==> config.mk <==
export PLATFORM = sky130hd
export DESIGN_NAME = alu_op_decoder
export DESIGN_NICKNAME = d
export VERILOG_FILES = /design/src/rtl/alu_pkg.sv /design/src/rtl/alu_op_encode.sv /design/src/rtl/alu_op_decoder.sv
export SDC_FILE = /design/constraint.sdc
export NUM_CORES = 1
export LEC_CHECK = 0
export BUFFER_PORTS_ARGS = -buffer_cell sky130_fd_sc_hd__buf_2
export CAP_MARGIN = 20
export CELL_PAD_IN_SITES_DETAIL_PLACEMENT = 1
export CELL_PAD_IN_SITES_GLOBAL_PLACEMENT = 2
export CORE_ASPECT_RATIO = 0.6
export CORE_MARGIN = 10
export CORE_UTILIZATION = 32
export CTS_BUF_LIST = sky130_fd_sc_hd__clkbuf_8
export DETAILED_ROUTE_END_ITERATION = 10
export HOLD_SLACK_MARGIN = 0.03
export PLACE_DENSITY_LB_ADDON = 0.05
export SYNTH_ARGS = -nofsm -noshare
export SYNTH_HDL_FRONTEND = slang
export SYNTH_SLANG_ARGS = --single-unit
==> constraint.sdc <==
create_clock -name i_clk -period 2.9 [get_ports i_clk]
set_input_delay 0.58 -clock i_clk [delete_from_list [all_inputs] [get_ports i_clk]]
set_output_delay 0.58 -clock i_clk [all_outputs]
set_load 0.01 [all_outputs]
==> src/rtl/alu_pkg.sv <==
// ----------------------------------------------------------------------------
// alu_pkg
// Shared constants for the decode-side ALU control interface: ALU_OP codes,
// RV32 opcode / funct3 / funct7 values and the decoded-bundle width.
// No ports (package).
// ----------------------------------------------------------------------------
package alu_pkg;

    // ALU operation codes seen by the execute stage
    localparam logic [2:0] ALU_ADD  = 3'b000;
    localparam logic [2:0] ALU_AND  = 3'b001;
    localparam logic [2:0] ALU_SRAI = 3'b010;
    localparam logic [2:0] ALU_XOR  = 3'b011;
    localparam logic [2:0] ALU_SUB  = 3'b100;
    localparam logic [2:0] ALU_ABS  = 3'b101;

    // Major opcodes
    localparam logic [6:0] OPC_OP      = 7'b0110011;
    localparam logic [6:0] OPC_OPIMM   = 7'b0010011;
    localparam logic [6:0] OPC_CUSTOM0 = 7'b0001011;

    // funct3 values
    localparam logic [2:0] F3_ADD = 3'b000;
    localparam logic [2:0] F3_XOR = 3'b100;
    localparam logic [2:0] F3_SR  = 3'b101;
    localparam logic [2:0] F3_AND = 3'b111;

    // funct7 values
    localparam logic [6:0] F7_BASE = 7'b0000000;
    localparam logic [6:0] F7_ALT  = 7'b0100000;

    // Bundle = {alu_op(3), imm(N), src_imm(1), rs1(5), rs2(5), rd(5), illegal(1)}
    localparam int unsigned BUNDLE_CTRL_W = 3 + 1 + 5 + 5 + 5 + 1;

    function automatic int unsigned bundle_w(input int unsigned n);
        return BUNDLE_CTRL_W + n;
    endfunction

endpackage

==> src/rtl/alu_op_encode.sv <==
// ----------------------------------------------------------------------------
// alu_op_encode
// Purely combinational decoder from an RV32 instruction word to the ALU
// control bundle. Optional feature macro: ALU_ABS_EN (custom-0 ABS encoding).
// Ports:
//   i_instr     32-bit instruction word
//   o_alu_op    ALU operation code
//   o_imm       sign-extended I-type immediate, zero otherwise
//   o_src_imm   B operand is the immediate
//   o_rs1/o_rs2/o_rd  register indices (rd and rs2 zeroed where not used)
//   o_illegal   word is outside the decoded subset
// ----------------------------------------------------------------------------
module alu_op_encode
    import alu_pkg::*;
#(
    parameter int unsigned N = 32
) (
    input  logic [31:0]  i_instr,
    output logic [2:0]   o_alu_op,
    output logic [N-1:0] o_imm,
    output logic         o_src_imm,
    output logic [4:0]   o_rs1,
    output logic [4:0]   o_rs2,
    output logic [4:0]   o_rd,
    output logic         o_illegal
);

    logic [6:0]   w_opcode;
    logic [2:0]   w_funct3;
    logic [6:0]   w_funct7;
    logic [N-1:0] w_imm_sext;
    logic         w_legal;

    assign w_opcode   = i_instr[6:0];
    assign w_funct3   = i_instr[14:12];
    assign w_funct7   = i_instr[31:25];
    assign w_imm_sext = {{(N-12){i_instr[31]}}, i_instr[31:20]};

    always_comb begin
        w_legal   = 1'b0;
        o_alu_op  = ALU_ADD;
        o_imm     = '0;
        o_src_imm = 1'b0;
        o_rs1     = i_instr[19:15];
        o_rs2     = '0;
        o_rd      = i_instr[11:7];

        case (w_opcode)
            OPC_OP: begin
                o_rs2 = i_instr[24:20];
                if (w_funct7 == F7_BASE) begin
                    case (w_funct3)
                        F3_ADD: begin w_legal = 1'b1; o_alu_op = ALU_ADD; end
                        F3_AND: begin w_legal = 1'b1; o_alu_op = ALU_AND; end
                        F3_XOR: begin w_legal = 1'b1; o_alu_op = ALU_XOR; end
                        default: ;
                    endcase
                end else if (w_funct7 == F7_ALT && w_funct3 == F3_ADD) begin
                    w_legal  = 1'b1;
                    o_alu_op = ALU_SUB;
                end
            end
            OPC_OPIMM: begin
                o_imm     = w_imm_sext;
                o_src_imm = 1'b1;
                case (w_funct3)
                    F3_ADD: begin w_legal = 1'b1; o_alu_op = ALU_ADD; end
                    F3_AND: begin w_legal = 1'b1; o_alu_op = ALU_AND; end
                    F3_XOR: begin w_legal = 1'b1; o_alu_op = ALU_XOR; end
                    F3_SR: begin
                        // Only the arithmetic form; SRLI (funct7 0) is not in the subset
                        if (w_funct7 == F7_ALT) begin
                            w_legal  = 1'b1;
                            o_alu_op = ALU_SRAI;
                        end
                    end
                    default: ;
                endcase
            end
`ifdef ALU_ABS_EN
            OPC_CUSTOM0: begin
                if (w_funct3 == F3_ADD && w_funct7 == F7_BASE) begin
                    w_legal  = 1'b1;
                    o_alu_op = ALU_ABS;
                end
            end
`endif
            default: ;
        endcase

        // Illegal words travel down as a harmless no-writeback bundle
        if (!w_legal) begin
            o_alu_op  = ALU_ADD;
            o_imm     = '0;
            o_src_imm = 1'b0;
            o_rs2     = '0;
            o_rd      = '0;
        end
        o_illegal = ~w_legal;
    end

endmodule

==> src/rtl/alu_op_decoder.sv <==
// ----------------------------------------------------------------------------
// alu_op_decoder
// Decode stage producing the registered ALU control bundle for execute.
// A two-entry skid buffer (main + skid register) keeps i-side ready
// registered while sustaining one word per cycle. Optional feature macro:
// ALU_ABS_EN (passed through to alu_op_encode).
// Ports:
//   i_clk, i_rst        clock, asynchronous active-high reset
//   i_flush             synchronous kill of both buffered entries
//   i_in_valid/o_in_ready, i_instr     fetch-side handshake and word
//   o_out_valid/i_out_ready            execute-side handshake
//   o_alu_op, o_imm, o_src_imm, o_rs1, o_rs2, o_rd, o_illegal  bundle
// ----------------------------------------------------------------------------
module alu_op_decoder
    import alu_pkg::*;
#(
    parameter int unsigned N = 32
) (
    input  logic         i_clk,
    input  logic         i_rst,
    input  logic         i_flush,
    input  logic         i_in_valid,
    output logic         o_in_ready,
    input  logic [31:0]  i_instr,
    output logic         o_out_valid,
    input  logic         i_out_ready,
    output logic [2:0]   o_alu_op,
    output logic [N-1:0] o_imm,
    output logic         o_src_imm,
    output logic [4:0]   o_rs1,
    output logic [4:0]   o_rs2,
    output logic [4:0]   o_rd,
    output logic         o_illegal
);

    localparam int unsigned BW = bundle_w(N);

    logic [2:0]   w_alu_op;
    logic [N-1:0] w_imm;
    logic         w_src_imm;
    logic [4:0]   w_rs1;
    logic [4:0]   w_rs2;
    logic [4:0]   w_rd;
    logic         w_illegal;
    logic [BW-1:0] w_enc;

    logic          r_main_valid;
    logic [BW-1:0] r_main_data;
    logic          r_skid_valid;
    logic [BW-1:0] r_skid_data;

    logic          w_main_valid_nxt;
    logic [BW-1:0] w_main_data_nxt;
    logic          w_skid_valid_nxt;
    logic [BW-1:0] w_skid_data_nxt;
    logic          w_accept;
    logic          w_main_free;

    alu_op_encode #(
        .N (N)
    ) u_encode (
        .i_instr   (i_instr),
        .o_alu_op  (w_alu_op),
        .o_imm     (w_imm),
        .o_src_imm (w_src_imm),
        .o_rs1     (w_rs1),
        .o_rs2     (w_rs2),
        .o_rd      (w_rd),
        .o_illegal (w_illegal)
    );

    assign w_enc = {w_alu_op, w_imm, w_src_imm, w_rs1, w_rs2, w_rd, w_illegal};

    assign o_in_ready  = ~r_skid_valid;
    assign o_out_valid = r_main_valid;
    assign {o_alu_op, o_imm, o_src_imm, o_rs1, o_rs2, o_rd, o_illegal} = r_main_data;

    assign w_accept    = i_in_valid & ~r_skid_valid;
    assign w_main_free = ~r_main_valid | i_out_ready;

    always_comb begin
        w_main_valid_nxt = r_main_valid;
        w_main_data_nxt  = r_main_data;
        w_skid_valid_nxt = r_skid_valid;
        w_skid_data_nxt  = r_skid_data;

        if (i_flush) begin
            w_main_valid_nxt = 1'b0;
            w_skid_valid_nxt = 1'b0;
        end else if (w_main_free) begin
            // Skid full implies no accept this cycle, so refill from skid first
            if (r_skid_valid) begin
                w_main_valid_nxt = 1'b1;
                w_main_data_nxt  = r_skid_data;
                w_skid_valid_nxt = 1'b0;
            end else if (w_accept) begin
                w_main_valid_nxt = 1'b1;
                w_main_data_nxt  = w_enc;
            end else begin
                w_main_valid_nxt = 1'b0;
            end
        end else if (w_accept) begin
            w_skid_valid_nxt = 1'b1;
            w_skid_data_nxt  = w_enc;
        end
    end

    always_ff @(posedge i_clk or posedge i_rst) begin
        if (i_rst) begin
            r_main_valid <= 1'b0;
            r_main_data  <= '0;
            r_skid_valid <= 1'b0;
            r_skid_data  <= '0;
        end else begin
            r_main_valid <= w_main_valid_nxt;
            r_main_data  <= w_main_data_nxt;
            r_skid_valid <= w_skid_valid_nxt;
            r_skid_data  <= w_skid_data_nxt;
        end
    end

endmodule
; ---- After elaboration in Yosys (flattened, before gate mapping)
; Cells that the tools add are included.
[word_totals]
register_bits = 106
input_bits = 37
[classes]
eq_ne = 6
mux = 29
n_bitwise = 7
reduce_logical = 9
[ops]
columns = op, count
row1 = 52-bit 2-to-1 mux, 2
row2 = 32-bit 2-to-1 mux, 2
row3 = 5-bit 2-to-1 mux, 3
row4 = 7-bit by 6-bit == test with 1-bit output (second input constant), 2
row5 = 1-bit 2-to-1 mux, 13
row6 = 3-bit == test (second input constant), 3
row7 = 3-bit 2-to-1 mux, 3
row8 = 3-bit one-hot mux with 3 select lines, 1
row9 = 7-bit by 5-bit == test with 1-bit output (second input constant), 1
row10 = 7-bit logical NOT, 1
row11 = 3-bit one-hot mux with 2 select lines, 1
row12 = 3-bit AND reduction, 2
row13 = 1-bit NOT, 5
row14 = 1-bit one-hot mux with 2 select lines, 2
row15 = 2-bit one-hot mux with 2 select lines, 1
row16 = 2-bit nonzero test, 2
row17 = 3-bit logical NOT, 1
row18 = 3-bit nonzero test, 1
row19 = 3-bit OR reduction, 1
row20 = 2-bit 2-to-1 mux, 1
row21 = 1-bit bitwise AND, 1
row22 = 1-bit logical AND, 1
row23 = 1-bit OR, 1

; ---- Depth between registers and ports, before layout
; Gate-level depths: netlist of run 1.
[depth]
word_depth = 8
mapped_depth = 7
ltp_nobuf = 4

; ---- Hierarchy
; A second synthesis of run 1 with hierarchy kept.
[unflattened]
cells_unflattened = 372
area_unflattened_um2 = 5128.7
[by_module_without_submodules]
columns = mod, instances, cells_each, area_each_um2, seq_area_each_um2
row1 = alu_op_decoder, 1, 288, 4590.7, 2652.5
row2 = alu_op_encode, 1, 84, 538.0, 0.0

; ---- Worst setup path after synthesis of run 1
; Ideal clock, no wire load.
[synth_path]
kind = input-to-reg
from = input port i_instr[25]
to = register r_main_data[0]
setup_time_ns = 0.126
arrival_ns = 2.044
required_ns = 2.774
slack_ns = 0.730
path_stages = 4
n_path_buf = 0
path_cell_list = or4_4 nor4_4 a22oi_2 a221o_1
[synth_via]
elab_chain_cells = 8
[synth_rtl]
columns = element, line_no
row1 = start: declaration, alu_op_decoder.sv:24  ; input logic [31:0] i_instr,
row2 = 7-bit by 6-bit == test with 1-bit output, "alu_op_encode.sv:58, alu_op_encode.sv:72"
row3 = 1-bit logical AND, alu_op_encode.sv:58  ; end else if (w_funct7 == F7_ALT && w_funct3 == F3_ADD) begin
row4 = 1-bit 2-to-1 mux, alu_op_encode.sv:58
row5 = 1-bit 2-to-1 mux, alu_op_encode.sv:51  ; if (w_funct7 == F7_BASE) begin
row6 = 1-bit one-hot mux with 2 select lines (*), alu_op_encode.sv:48  ; case (w_opcode)
row7 = 1-bit NOT (*), alu_op_encode.sv:99  ; o_illegal = ~w_legal;
row8 = 52-bit 2-to-1 mux (*), alu_op_decoder.sv:96  ; end else if (w_accept) begin
row9 = 52-bit 2-to-1 mux (*), alu_op_decoder.sv:92  ; if (r_skid_valid) begin
row10 = end signal: assignment, alu_op_decoder.sv:116  ; r_main_data <= w_main_data_nxt;
row11 = end: declaration, alu_op_decoder.sv:48  ; logic [BW-1:0] r_main_data;
; Every way passes the cells marked *; elsewhere a longest branch is shown, timed or not. The select of a mux whose other input is x is not followed.
; A chain may end at the register's enable or synchronous reset.

; ---- Worst setup path after layout of run 1
[layout_path]
from = register r_skid_valid
to = output port o_in_ready
[layout_via]
elab_chain_cells = 1
[layout_rtl]
columns = element, line_no
row1 = start: declaration, alu_op_decoder.sv:49  ; logic r_skid_valid;
row2 = start signal: assignment, alu_op_decoder.sv:117  ; r_skid_valid <= w_skid_valid_nxt;
row3 = 1-bit NOT, alu_op_decoder.sv:74  ; assign o_in_ready = ~r_skid_valid;
row4 = end: declaration, alu_op_decoder.sv:23  ; output logic o_in_ready,
; No other way between the ends.

==> impl_metrics.csv, run 1 <==
group,metric,value,unit
clock_network,post_cts_resized,0,
layout,fin_nets,453,
setup_path,critical_path_class,"register to primary output",
setup_path,cp-end-kind,"primary output",
die,initial_core_util,0.329,
grt,grt_max_degree,67,
status,status,"complete, no violations",
die,io_pins,91,
route,vias_per_cell,4.92,
grt,grt_antenna_before_repair,1,
synth,syn-mean-instance-area,9.38,um^2
setup_path,crit_chain,"clkinv_1 -> buf_2",
route,detail_route.iter0.violations,122,
clock_network,cts_tree,"built",
power_and_ir_drop,p_switching,0.000511,W
clock_network,cts_buffers,9,
synth,yosysUniqueCellTypes,39,
route,drt-total-wl,10200,um
timing,final_max_slew_viol_count,0,
run,max_cap_violations,0,
setup_path,crit_buf_inv,2,
placed_design,gp_congestion,0.743,
power_and_ir_drop,power_frac_comb,0.105,
timing,fmaxAchievable,0.453,GHz
setup_path,critPathMaxFanout,10,
min_path,holdCritPathClass,"input port to asynchronous set/reset pin",
setup_path,rr_startpoint,"r_skid_valid",
synth,synth_top_cell_area_share,0.507,
synth,syn_area,3250,um^2
timing,fin_crit,2210,ps
synth,synth_top_area_cell,"dfrtp_1",
timing,tightest_slew,726,ps
timing,rsz0062_at_grt,"false",
synth,synth-async-reset-ratio,1.00,
setup_path,regToRegEndpoint,"r_main_data[10]",
synth,synthTopCellsByArea,"dfrtp_1, nand2_1, nand3_1",
setup_path,cp-start-kind,"register",
setup_path,cp_slowest_cell,"dfrtp_1",
timing,skew,6.58,ps
grt,track_usage,0.142,
die,std_cell_rows,28,
layout,stdcell_area,3890,um^2
timing,slew_headroom,0.511,
timing,timing.final.crit_share,0.761,
route,routedWlPerCell,18.3,um
die,fp.dieW,150,um
clock_network,postCtsSetupBuffers,0,
clock_network,clk_latency,340,ps
grt,grt_pass1_wl,16600,um
synth,syn-num-nets,384,
route,vias,2728,
synth,synth_edf_count,0,
synth,yosysMostFrequentCell,"nand2_1",
route,ant_nets,0,
timing,hold_viol,0,
die,fp.dieH,98.1,um
placed_design,place_area,3690,um^2
synth,synth_common_cells,"nand2_1, dfrtp_1, nand3_1",
timing,setup_violations,0,
power_and_ir_drop,p_sw_frac,0.255,
power_and_ir_drop,peakVddDrop,0.193,mV
die,die_area,14700,um^2
synth,syn_inst,347,
synth,yosysSeqAreaShare,0.507,
layout,diodes,0,
setup_path,ff2ff_setup_slack,760,ps
power_and_ir_drop,p_leak,1.84,nW
power_and_ir_drop,internal-power,0.00149,W
setup_path,max_stage_delay,580,ps
synth,ys_warn_count,0,
synth,synth_flop_cell,"dfrtp_1",
clock_network,root_buffer,"clkbuf_8",
die,core,9880,um^2
synth,ys_ff_latch,66,
timing,tns,0,ps
route,drcViolationCount,0,
placed_design,port_buffers,90,
layout,final_cells,555,
clock_network,cts.sinks,66,
clock_network,clk_path_buf_depth,2,
route,first_pass_iters,4,
setup_path,crit_family,"buffers and inverters",
clock_network,holdBufCountCts,0,
clock_network,path_clk_slew,70,ps
setup_path,r2r_cells,4,
layout,layout-drive-gt1-share,0.305,
layout,synthToLayoutAreaGrowth,19.6,%
setup_path,cp.arrival,1630,ps
power_and_ir_drop,seqPwrFrac,0.491,
setup_path,cp.required,2320,ps
placed_design,hpwl,7300,um
grt,grt_pass1_vias,3014,
power_and_ir_drop,clock_power_share,0.404,
placed_design,numPlacedInstances,540,
clock_network,ctsHtreeMaxLevel,3,
grt,grt.overflow.total,0,
power_and_ir_drop,cellPowerDensity,515,nW/um^2
[flip-flops by register name (all words and copies together), names as in the netlist]
register / flops
r_skid_data: 32
r_main_data: 32
o_out_valid: 1
r_skid_valid: 1
[worst register-to-register path, delay by kind of cell, from the launching register on]
family | cells | cell delay (ps)
buffers and inverters | 2 | 720
AOI/OAI and AO/OA | 1 | 130
DFF | 1 | 580
and+or+nand+nor | 1 | 570
[layout by cell type, fill, tap and decap left out, types with 10 or more instances in the layout]
| cell | instances |
|---|---|
| a21oi_1 | 14 |
| buf_2 | 90 |
| buf_4 | 10 |
| clkbuf_8 | 12 |
| dfrtp_1 | 66 |
| inv_1 | 13 |
| nand2_1 | 70 |
| nand3_1 | 39 |
| o211ai_1 | 17 |
| o21ai_0 | 25 |
| o31ai_1 | 11 |
[per-stage QoR]
stage	hold WS (ps)	util	power [W]	setup slack [ps]
2_1_floorplan	438	-	0.00111	665
3_3_place_gp	458	0.373	0.00121	512
3_5_place_dp	461	0.373	0.00122	490
4_1_cts	317	0.394	0.00204	662
5_1_grt	332	0.394	0.00211	595
6_report	306	0.394	0.00200	694
[worst max path at each step]
stage / cells after the start / slack (ps) / endpoint / startpoint
2_1_floorplan: 1 / 670 / o_out_valid / i_rst
3_3_place_gp: 5 / 510 / r_main_data[0] / i_instr[25]
3_5_place_dp: 5 / 490 / r_main_data[0] / i_instr[25]
4_1_cts: 2 / 660 / o_in_ready / r_skid_valid
5_1_grt: 2 / 600 / o_in_ready / r_skid_valid
6_report: 2 / 690 / o_in_ready / r_skid_valid
[power by group through the flow]
| stage | combinational [W] | sequential, W | clock (W) |
|---|---|---|---|
| final | 0.000211 | 0.000983 | 0.000810 |
| after global routing | 0.000238 | 0.000989 | 0.000881 |
| after CTS | 0.000217 | 0.000983 | 0.000839 |
| after detailed placement | 0.000217 | 0.00100 | 0 |
| after global placement | 0.000213 | 0.000999 | 0 |
| after floorplan | 0.000109 | 0.00101 | 0 |
[layout make-up]
| cell class | instances | area, um^2 |
|---|---|---|
| Tap cell | 135 | 169 |
| Multi-Input combinational cell | 223 | 1250 |
| Clock inverter | 3 | 38.8 |
| Inverter | 14 | 52.6 |
| Fill cell | 1187 | 5990 |
| Clock buffer | 12 | 165 |
| Sequential cell | 66 | 1650 |
| Timing Repair Buffer | 102 | 566 |
[routing by layer]
metal,share of wire,vias up,global-route usage
li1,-,1326,-
met1,0.48,1347,0.183
met2,0.46,49,0.226
met3,0.053,4,0.0461
met4,0.0027,2,0.0298
met5,0.00069,-,0
[cell families after synthesis]
kind of cell	Yosys count	share of synthesized area
buffers and inverters	58	0.111
muxes	6	0.0188
and+or+nand+nor	142	0.208
AOI/OAI and AO/OA	75	0.155
DFF	66	0.507
(Power assumes the default switching activity.)
==> inputs of run 2 (changes only) <==
--- a/config.mk
+++ b/config.mk
@@ -11,7 +11,7 @@
 export CELL_PAD_IN_SITES_GLOBAL_PLACEMENT = 2
 export CORE_ASPECT_RATIO = 0.6
 export CORE_MARGIN = 10
-export CORE_UTILIZATION = 32
+export CORE_UTILIZATION = 29
 export CTS_BUF_LIST = sky130_fd_sc_hd__clkbuf_8
 export DETAILED_ROUTE_END_ITERATION = 10
 export HOLD_SLACK_MARGIN = 0.03
==> constraint.sdc (replaced) <==
create_clock -name i_clk -period 2 [get_ports i_clk]
set_input_delay 0.4 -clock i_clk [delete_from_list [all_inputs] [get_ports i_clk]]
set_output_delay 0.4 -clock i_clk [all_outputs]
set_load 0.01 [all_outputs]
==> run 2 against run 1 <==
Net effect: combinational power up 55%; hold slack worse by 170 ps; critical path depth unchanged; sequential share of layout area down 0.87 points; utilization down 2.5 points; non-clock buffer count up 15; clock power up 22%; critical path type unchanged; largest power group unchanged.
==> impl_metrics.csv, run 2 (synthesis results as in run 1) <==
group,metric,value,unit
status,status,"complete, no violations",
setup_path,critPathMaxFanout,10,
clock_network,clk_latency,350,ps
grt,grt_pass1_vias,3078,
clock_network,cts_buffers,9,
timing,skew,4.64,ps
placed_design,dpl_worst_slack,-126,ps
clock_network,root_buffer,"clkbuf_8",
grt,grt_max_degree,67,
die,fp.dieH,102,um
die,fp.dieW,157,um
layout,layout-drive-gt1-share,0.326,
route,detail_route.iter0.violations,128,
layout,final_common_cell,"buf_2",
min_path,holdCritPathClass,"input port to asynchronous set/reset pin",
setup_path,cp.arrival,1430,ps
timing,hold_viol,0,
timing,final_max_slew_viol_count,0,
placed_design,hpwl,7750,um
placed_design,port_buffers,90,
timing,tns,0,ps
run,max_cap_violations,0,
timing,tightest_slew,461,ps
power_and_ir_drop,cellPowerDensity,690,nW/um^2
layout,finalCoreUtilization,0.369,
setup_path,cp-startpoint,"r_skid_valid",
die,io_pins,91,
clock_network,path_clk_slew,70,ps
die,die_area,16000,um^2
layout,fin_nets,468,
route,drcViolationCount,0,
clock_network,postCtsSetupBuffers,0,
clock_network,cts.sinks,66,
grt,grt.overflow.total,0,
setup_path,rr_startpoint,"o_out_valid",
layout,final_cells,575,
layout,layout_common_cells,"buf_2, nand2_1, dfrtp_1",
die,initial_core_util,0.302,
layout,reg_top3,"r_main_data: 32 flops, r_skid_data: 32 flops",
route,first_pass_iters,4,
setup_path,critical_path_class,"register to primary output",
grt,track_usage,0.137,
power_and_ir_drop,p_leak,1.90,nW
timing,fmaxAchievable,0.547,GHz
route,routedWlPerCell,18.5,um
setup_path,cp-start-kind,"register",
grt,grt_pass1_wl,17300,um
timing,fin_crit,1830,ps
route,drt-total-wl,10700,um
placed_design,numPlacedInstances,559,
setup_path,cp-end-kind,"primary output",
clock_network,ctsHtreeMaxLevel,3,
clock_network,holdBufCountCts,0,
die,std_cell_rows,29,
timing,slew_headroom,0.693,
clock_network,cts_tree,"built",
route,ant_nets,0,
timing,setup_violations,0,
timing,fin_ws,171,ps
clock_network,post_cts_resized,0,
layout,synthToLayoutAreaGrowth,22.1,%
clock_network,clk_path_buf_depth,2,
grt,grt_antenna_before_repair,0,
route,vias_per_cell,4.83,
route,vias,2779,
timing,rsz0062_at_grt,"false",
power_and_ir_drop,peakVddDrop,0.235,mV
timing,timing.final.crit_share,0.914,
placed_design,gp_congestion,0.761,
setup_path,cp.required,1600,ps
layout,diodes,0,
die,core,10800,um^2
power_and_ir_drop,power,0.00274,W
## run 2: changes by cell type in the layout (fill, tap and decap cells not counted)
cell | previous run | this run
buf_4 | 10 | 25
clkbuf_8 | 12 | 10
clkinv_2 | 1 | 3
inv_1 | 13 | 15
bufinv_16 | 1 | 0
clkinvlp_4 | 0 | 1
inv_2 | 1 | 0
## run 2: area by class of cell
| cell class | instances | area [um^2] |
|---|---|---|
| multi-input combinational | 223 | 1250 |
| inverter | 14 | 56.3 |
| fill | 1286 | 6800 |
| timing repair buffer | 117 | 678 |
| clock inverter | 6 | 26.3 |
| clock buffer | 10 | 138 |
| tap | 139 | 174 |
| sequential | 66 | 1650 |
## run 2: stage by stage
step,hold slack [ps],area (um^2)
2_1_floorplan,438,3260
3_3_place_gp,458,3810
3_5_place_dp,467,3810
4_1_cts,155,3970
5_1_grt,163,3970
6_report,139,3970
## run 2: power breakdown
group	internal (W)	leakage (nW)	switching (W)
sequential	0.00139	0.894	0.0000325
combinational	0.000122	0.904	0.000205
clock	0.000464	0.0996	0.000527
total	0.00198	1.90	0.000765
## run 2: routing by layer
metal,vias up,GRT usage,routed length [um]
met5,-,0,0
met4,0,0.0361,103
met3,10,0.0487,631
met2,68,0.199,4590
met1,1344,0.189,5330
li1,1357,-,-
## run 2: critical path, stage by stage, from the launching register on
cell and delay [ps]:
dfrtp_1 450, clkinv_1 370, buf_2 270
## run 2: path summary, 6_finish.rpt
check	slack, ps	cells after the start	to
min in group i_clk	260	3	r_skid_data[15]
max in group asynchronous	1560	3	r_main_data[9]
hold reg to reg	480	2	r_skid_data[15]
setup reg to reg	260	4	r_skid_data[18]
setup / recovery	170	2	o_in_ready
hold / removal	140	3	r_skid_data[2]
